<file path="src/rtl/mul_pkg.sv">
// Shared definitions for the multiply-accumulate stage: FSM encoding and
// saturation limits derived from an accumulator width.
package mul_pkg;

    typedef enum logic [1:0] {
        StIdle,
        StAcc,
        StHold
    } state_e;

    // Limits are returned as 64-bit patterns; callers truncate to their width.
    function automatic logic [63:0] sat_max(input int unsigned w);
        return (64'd1 << (w - 1)) - 64'd1;
    endfunction

    function automatic logic [63:0] sat_min(input int unsigned w);
        return 64'd1 << (w - 1);
    endfunction

endpackage

</file>
<file path="src/rtl/sat_adder.sv">
// Combinational signed add of a narrow addend into an accumulator value,
// clamped to the accumulator range with an overflow indication.
module sat_adder
    import mul_pkg::*;
#(
    parameter int unsigned ACC_WIDTH = 16,
    parameter int unsigned IN_WIDTH  = 12
) (
    input  logic [ACC_WIDTH-1:0] acc,
    input  logic [IN_WIDTH-1:0]  addend,
    output logic [ACC_WIDTH-1:0] sum,
    output logic                 ovf
);

    localparam logic [ACC_WIDTH-1:0] SatMax = ACC_WIDTH'(sat_max(ACC_WIDTH));
    localparam logic [ACC_WIDTH-1:0] SatMin = ACC_WIDTH'(sat_min(ACC_WIDTH));

    logic [ACC_WIDTH:0] acc_ext;
    logic [ACC_WIDTH:0] add_ext;
    logic [ACC_WIDTH:0] raw;

    always_comb begin
        acc_ext = {acc[ACC_WIDTH-1], acc};
        add_ext = {{(ACC_WIDTH + 1 - IN_WIDTH){addend[IN_WIDTH-1]}}, addend};
        raw     = acc_ext + add_ext;
        // One guard bit suffices: the top two bits differ only when out of range.
        ovf     = raw[ACC_WIDTH] ^ raw[ACC_WIDTH-1];
        if (!ovf) begin
            sum = raw[ACC_WIDTH-1:0];
        end else if (raw[ACC_WIDTH]) begin
            sum = SatMin;
        end else begin
            sum = SatMax;
        end
    end

endmodule

</file>
<file path="src/rtl/mul_acc_stage.sv">
// Registered saturating accumulator for a stream of signed products; presents
// sum, count and sticky overflow per burst over a valid/ready output.
module mul_acc_stage
    import mul_pkg::*;
#(
    parameter int unsigned WIDTH     = 6,
    parameter int unsigned ACC_WIDTH = 16,
    parameter int unsigned CNT_W     = 8
) (
    input  logic                 clk,
    input  logic                 rst,
    input  logic                 in_valid,
    output logic                 in_ready,
    input  logic [2*WIDTH-1:0]   in_prod,
    input  logic                 in_last,
    input  logic                 clr,
    output logic                 out_valid,
    input  logic                 out_ready,
    output logic [ACC_WIDTH-1:0] out_sum,
    output logic [CNT_W-1:0]     out_count,
    output logic                 out_ovf
);

    state_e               state_q, state_d;
    logic [ACC_WIDTH-1:0] acc_q, acc_d;
    logic [CNT_W-1:0]     cnt_q, cnt_d;
    logic                 ovf_q, ovf_d;

    logic [ACC_WIDTH-1:0] add_sum;
    logic                 add_ovf;
    logic                 accept;
    logic                 out_fire;

    sat_adder #(
        .ACC_WIDTH (ACC_WIDTH),
        .IN_WIDTH  (2 * WIDTH)
    ) u_sat_adder (
        .acc    (acc_q),
        .addend (in_prod),
        .sum    (add_sum),
        .ovf    (add_ovf)
    );

    always_ff @(posedge clk or posedge rst) begin
        if (rst) begin
            state_q <= StIdle;
            acc_q   <= '0;
            cnt_q   <= '0;
            ovf_q   <= 1'b0;
        end else begin
            state_q <= state_d;
            acc_q   <= acc_d;
            cnt_q   <= cnt_d;
            ovf_q   <= ovf_d;
        end
    end

    assign accept   = in_valid && in_ready;
    assign out_fire = out_valid && out_ready;

    always_comb begin
        state_d = state_q;
        unique case (state_q)
            StIdle, StAcc: begin
                if (accept) begin
                    state_d = in_last ? StHold : StAcc;
                end
            end
            StHold: begin
                if (out_ready) begin
                    state_d = StIdle;
                end
            end
            default: state_d = StIdle;
        endcase
        if (clr) begin
            state_d = StIdle;
        end
    end

    always_comb begin
        in_ready  = (state_q != StHold);
        out_valid = (state_q == StHold);
    end

    // Datapath next state; clr wins over both handshakes.
    always_comb begin
        acc_d = acc_q;
        cnt_d = cnt_q;
        ovf_d = ovf_q;
        if (clr || out_fire) begin
            acc_d = '0;
            cnt_d = '0;
            ovf_d = 1'b0;
        end else if (accept) begin
            acc_d = add_sum;
            cnt_d = (cnt_q == {CNT_W{1'b1}}) ? cnt_q : cnt_q + 1'b1;
            ovf_d = ovf_q | add_ovf;
        end
    end

    assign out_sum   = acc_q;
    assign out_count = cnt_q;
    assign out_ovf   = ovf_q;

endmodule

</file>
<file path="config.mk">
export PLATFORM = sky130hd
export DESIGN_NAME = mul_acc_stage
export DESIGN_NICKNAME = d
export VERILOG_FILES = /design/src/rtl/mul_pkg.sv /design/src/rtl/sat_adder.sv /design/src/rtl/mul_acc_stage.sv
export SDC_FILE = /design/constraint.sdc
export NUM_CORES = 1
export LEC_CHECK = 0
export CAP_MARGIN = 20
export CORE_MARGIN = 2
export CORE_UTILIZATION = 45
export DETAILED_ROUTE_END_ITERATION = 6
export PLACE_DENSITY = 0.76
export SYNTH_ARGS = -nofsm -noshare
export SYNTH_HDL_FRONTEND = slang
export SYNTH_SLANG_ARGS = --single-unit
</file>
<file path="constraint.sdc">
create_clock -name clk -period 2.8 [get_ports clk]
set_clock_uncertainty 0.15 [all_clocks]
set_input_delay 0.28 -clock clk [delete_from_list [all_inputs] [get_ports clk]]
set_output_delay 0.28 -clock clk [all_outputs]
set_load 0.005 [all_outputs]
</file>
==> results.md <==
Timing:
- After layout, the worst setup slack is -0.0686 ns.
- The sum of negative setup slack is -0.767 ns.
- The post-route fraction of the period consumed by the critical path is 1.02.
- The final number of max-transition violations is 0.
- Setup repair after global routing could not meet its margin everywhere.
- The minimum clock period is 2.87 ns.
- Setup violations remaining at the end of the flow were counted as 15.
- The worst pin sits at a relative slew slack of 0.664.
- At the pin with the least slew margin, the transition time is 0.504 ns.
- The achievable frequency is 0.349 GHz.
- The hold violation total from the final report was 0.

Floorplan:
- The vertical die dimension is 68.8 microns.
- The core footprint is 0.00403 sq mm.
- The die is a little under 70 microns wide.
- The initialized floorplan defines 23 standard-cell rows.
- In this run the count of I/O pins placed on the die edge is 45.
- The initial utilization of the core area, before any placement, comes to 0.469.
- The die area is 0.00473 sq mm.

Worst setup path:
- Walking the worst path, the cells encountered are ha_2 -> fa_2 -> a21o_1 -> a221oi_4 -> o311a_1 -> o31ai_4 -> a21oi_4 -> a31oi_4 -> a221o_1.
- The path type of the worst setup path is flop to flop.
- The critical path contains buffers and inverters numbering 0 combined.
- The startpoint of the worst-slack reg-to-reg timing path is out_sum[0].
- The critical path starts at out_sum[0].
- The slowest cell on the critical path is dfrtp_1.
- Data on the critical path is required at its endpoint by ~2.8 ns.
- The worst setup path is launched from a flop.
- The reg-to-reg endpoint is out_sum[0].
- In this run the register-to-register setup slack is -0.07 ns.
- Along the worst path, the maximum fanout reaches 8.
- The worst setup path is captured at a flop.
- The cell family contributing the most delay on the critical path is compound AO/OA/AOI/OAI gates.
- The largest single stage delay on the critical path is 0.41 ns.
- The arrival time at the worst endpoint is 2.89 ns.
- The depth of the worst register-to-register path is 9.

GRT:
- For this run, the total global-route usage over all layers was measured as 0.216.
- The first global-routing pass estimated 7790 microns of wire.
- Entering global routing, the biggest net connects 28 pins.
- The number of antenna violations at the first check in global routing is 0.
- The aggregate global routing overflow is 0.
- The via count of the first global-routing pass came to 1,714.

Synth:
- The synthesized design contains 0 enable-type register cells.
- The number of nets produced by synthesis is 216.
- Yosys mapped the design onto 46 distinct sky130hd cell types.
- Synthesis inferred 27 register bits.
- The post-synthesis cell area is 0.00189 sq mm.
- For this run, the register share of the synthesized area comes to 0.358.
- The post-synthesis area per instance is 10.5 sq um.
- The predominant post-synthesis flop cell is dfrtp_1.
- The instance count of the mapped netlist is 180.
- Of all flip-flops after synthesis, the portion carrying an async set or reset was 1.00.
- The number of warning messages in the yosys log is 0.

Routing:
- The mean routed wirelength per cell is 15.4 microns.
- For this run, design rule violations remaining after detail routing come to 0.
- The count of nets left with antenna violations once routing finished came out at 0.
- The DRC marker count from the first detailed-route iteration is 120.
- Before antenna repair, the detailed router went through 4 iterations.
- The post-detailed-route via-to-cell ratio is ~5.7.
- The final route contains 1,843 vias.
- The overall routed net length is around 5000 microns.

Job:
- Across the run, the number of max-cap violations was 0.

Cells and area:
- The register area is around 680 sq um.
- The library cells used most frequently in the layout, excluding fill and tap cells, are buf_4, clkdlybuf4s50_1, dfrtp_1.
- The area added between synthesis and finish is 50.3%.
- At the end of the flow, the number of nets in the layout was roughly 300.
- The most common cell after layout, fill and taps aside is buf_4.
- The filler cells instantiated in the layout total a little over 300.
- The number of antenna cells inserted is 0.
- The area of the multi-input gates is 0.00123 sq mm.
- The share of post-route cells with drive strength above 1 is 0.232.

Clock network:
- Buffers inserted during clock tree synthesis total 3.
- Clock-pin slew was measured on the worst setup and hold paths at 0.10 ns.
- The H-tree depth is 1.
- The buffer depth of the longest clock path is 2.
- The later pin in the worst-skew pair is clocked with a latency of 0.28 ns.
- The clock tree from TritonCTS is done.
- The root buffer selected by CTS is clkbuf_8.
- For this design, the sink count on the clock tree is 27.

Place:
- The placed wire-length estimate after detailed placement is about 3400 microns.
- The count of buffers added on input and output ports is 44.
- The worst setup timing slack at the placement stage is -0.529 ns.
- The placer congestion estimate is 0.846.

Min path:
- In this run the worst hold path is classified as input pin to async pin.

Run status:
- The final reports fail on negative setup slack.
- The run finished, with violations left.

Power and ir drop:
- For this design the static power due to leakage is 1.31 nW.
- For this design the ratio of total power to cell area is 880 mW/mm^2.
- The internal portion of total power is between 0.0015 and 0.002 W.
- The share of total power dissipated in combinational logic is 0.668.
- The clock share of power is 0.092.
- Of the total power, the share spent switching nets is 0.380.
- The worst-case vdd ir drop is 0.610 mV.
- The share of power burned in registers is 0.240.
- Summed over all nets, the switching power comes to around 0.00095 W.
==> logic make-up after synthesis <==
logic type,share of synthesized area
fa+ha+maj,0.123
mux,0.00530
simple gates,0.105
compound gates,0.309
buf+inv,0.0205
xor+xnor,0.0788
flops,0.358
==> state kept, by name (all words and copies together), names as in the netlist <==
register,flops
out_ovf,1
out_sum,16
state_q,2
out_count,8
==> routing by layer <==
metal  part of all wire  vias up  track usage
li1                   -      891            -
met1               0.46      884        0.279
met2               0.49       60        0.381
met3              0.036        8       0.0260
met4              0.015        0       0.0539
met5                  0        -            0
==> worst max-delay path by stage <==
stage            endpoint  cells after the start  slack (ns)
3_3_place_gp   out_sum[0]                     10       -0.47
6_report       out_sum[0]                      9       -0.07
4_1_cts        out_sum[6]                      9       -0.05
3_5_place_dp   out_sum[1]                     10       -0.53
2_1_floorplan  out_sum[6]                     10       -0.07
5_1_grt        out_sum[0]                      9       -0.18
==> worst register-to-register path, stage by stage (launching register included) <==
cell and delay [ns]:
dfrtp_1 0.41, ha_2 0.19, fa_2 0.34, a21o_1 0.21, a221oi_4 0.25, o311a_1 0.27
o31ai_4 0.11, a21oi_4 0.28, a31oi_4 0.19, a221o_1 0.36
==> Yosys cell counts, drive strengths merged (2+ instances only) <==
cell | n | area [sq um]
dfrtp | 27 | 676
o21bai | 2 | 18.8
a21o | 7 | 52.6
a221o | 15 | 150
o21ai | 6 | 30.0
xnor2 | 7 | 61.3
ha | 17 | 213
nand4 | 5 | 31.3
inv | 6 | 22.5
nand3 | 3 | 15.0
o31ai | 3 | 55.1
a21oi | 12 | 71.3
o21a | 2 | 15.0
a31oi | 3 | 40.0
nor2 | 15 | 56.3
or3 | 3 | 18.8
xor2 | 10 | 87.6
a211oi | 3 | 22.5
nand2 | 10 | 37.5
buf | 2 | 12.5
and3 | 2 | 12.5
nand2b | 2 | 12.5
o211ai | 2 | 15.0
==> layout make-up <==
type                            count  area share
Clock buffer                        3      0.0145
Clock inverter                      1     0.00176
Inverter                            6     0.00793
Multi-Input combinational cell    145       0.435
Sequential cell                    27       0.238
Tap cell                           50      0.0220
Timing Repair Buffer               90       0.281
==> stage by stage <==
| step | hold WS, ns | power (W) | cells | cell area [sq um] | util |
|---|---|---|---|---|---|
| global route | 0.255 | 0.00266 | 322 | 2840 | 0.705 |
| detailed placement | 0.306 | 0.00210 | 308 | 2660 | 0.660 |
| global placement | 0.296 | 0.00208 | 308 | 2660 | 0.660 |
| CTS | 0.213 | 0.00243 | 318 | 2810 | 0.697 |
| finish | 0.196 | 0.00250 | 322 | 2840 | 0.705 |
| floorplan | 0.183 | 0.00143 | 180 | 1900 | - |
==> power by group through the flow <==
| stage | Combinational (W) | Sequential, W | Clock [W] |
|---|---|---|---|
| final | 0.00167 | 0.000599 | 0.000230 |
| after global placement | 0.00148 | 0.000603 | 0 |
| after CTS | 0.00160 | 0.000600 | 0.000230 |
| after detailed placement | 0.00150 | 0.000604 | 0 |
| after global routing | 0.00180 | 0.000613 | 0.000244 |
| after floorplan | 0.000828 | 0.000600 | 0 |
==> what timing repair did <==
action,in CTS,in global routing
gates resized for setup,5,1
pin swaps,18,5
setup endpoints to repair,15,15
setup buffers,5,4
hold buffers,0,0
cloned,1,0
Power figures use the tool's default switching activity.
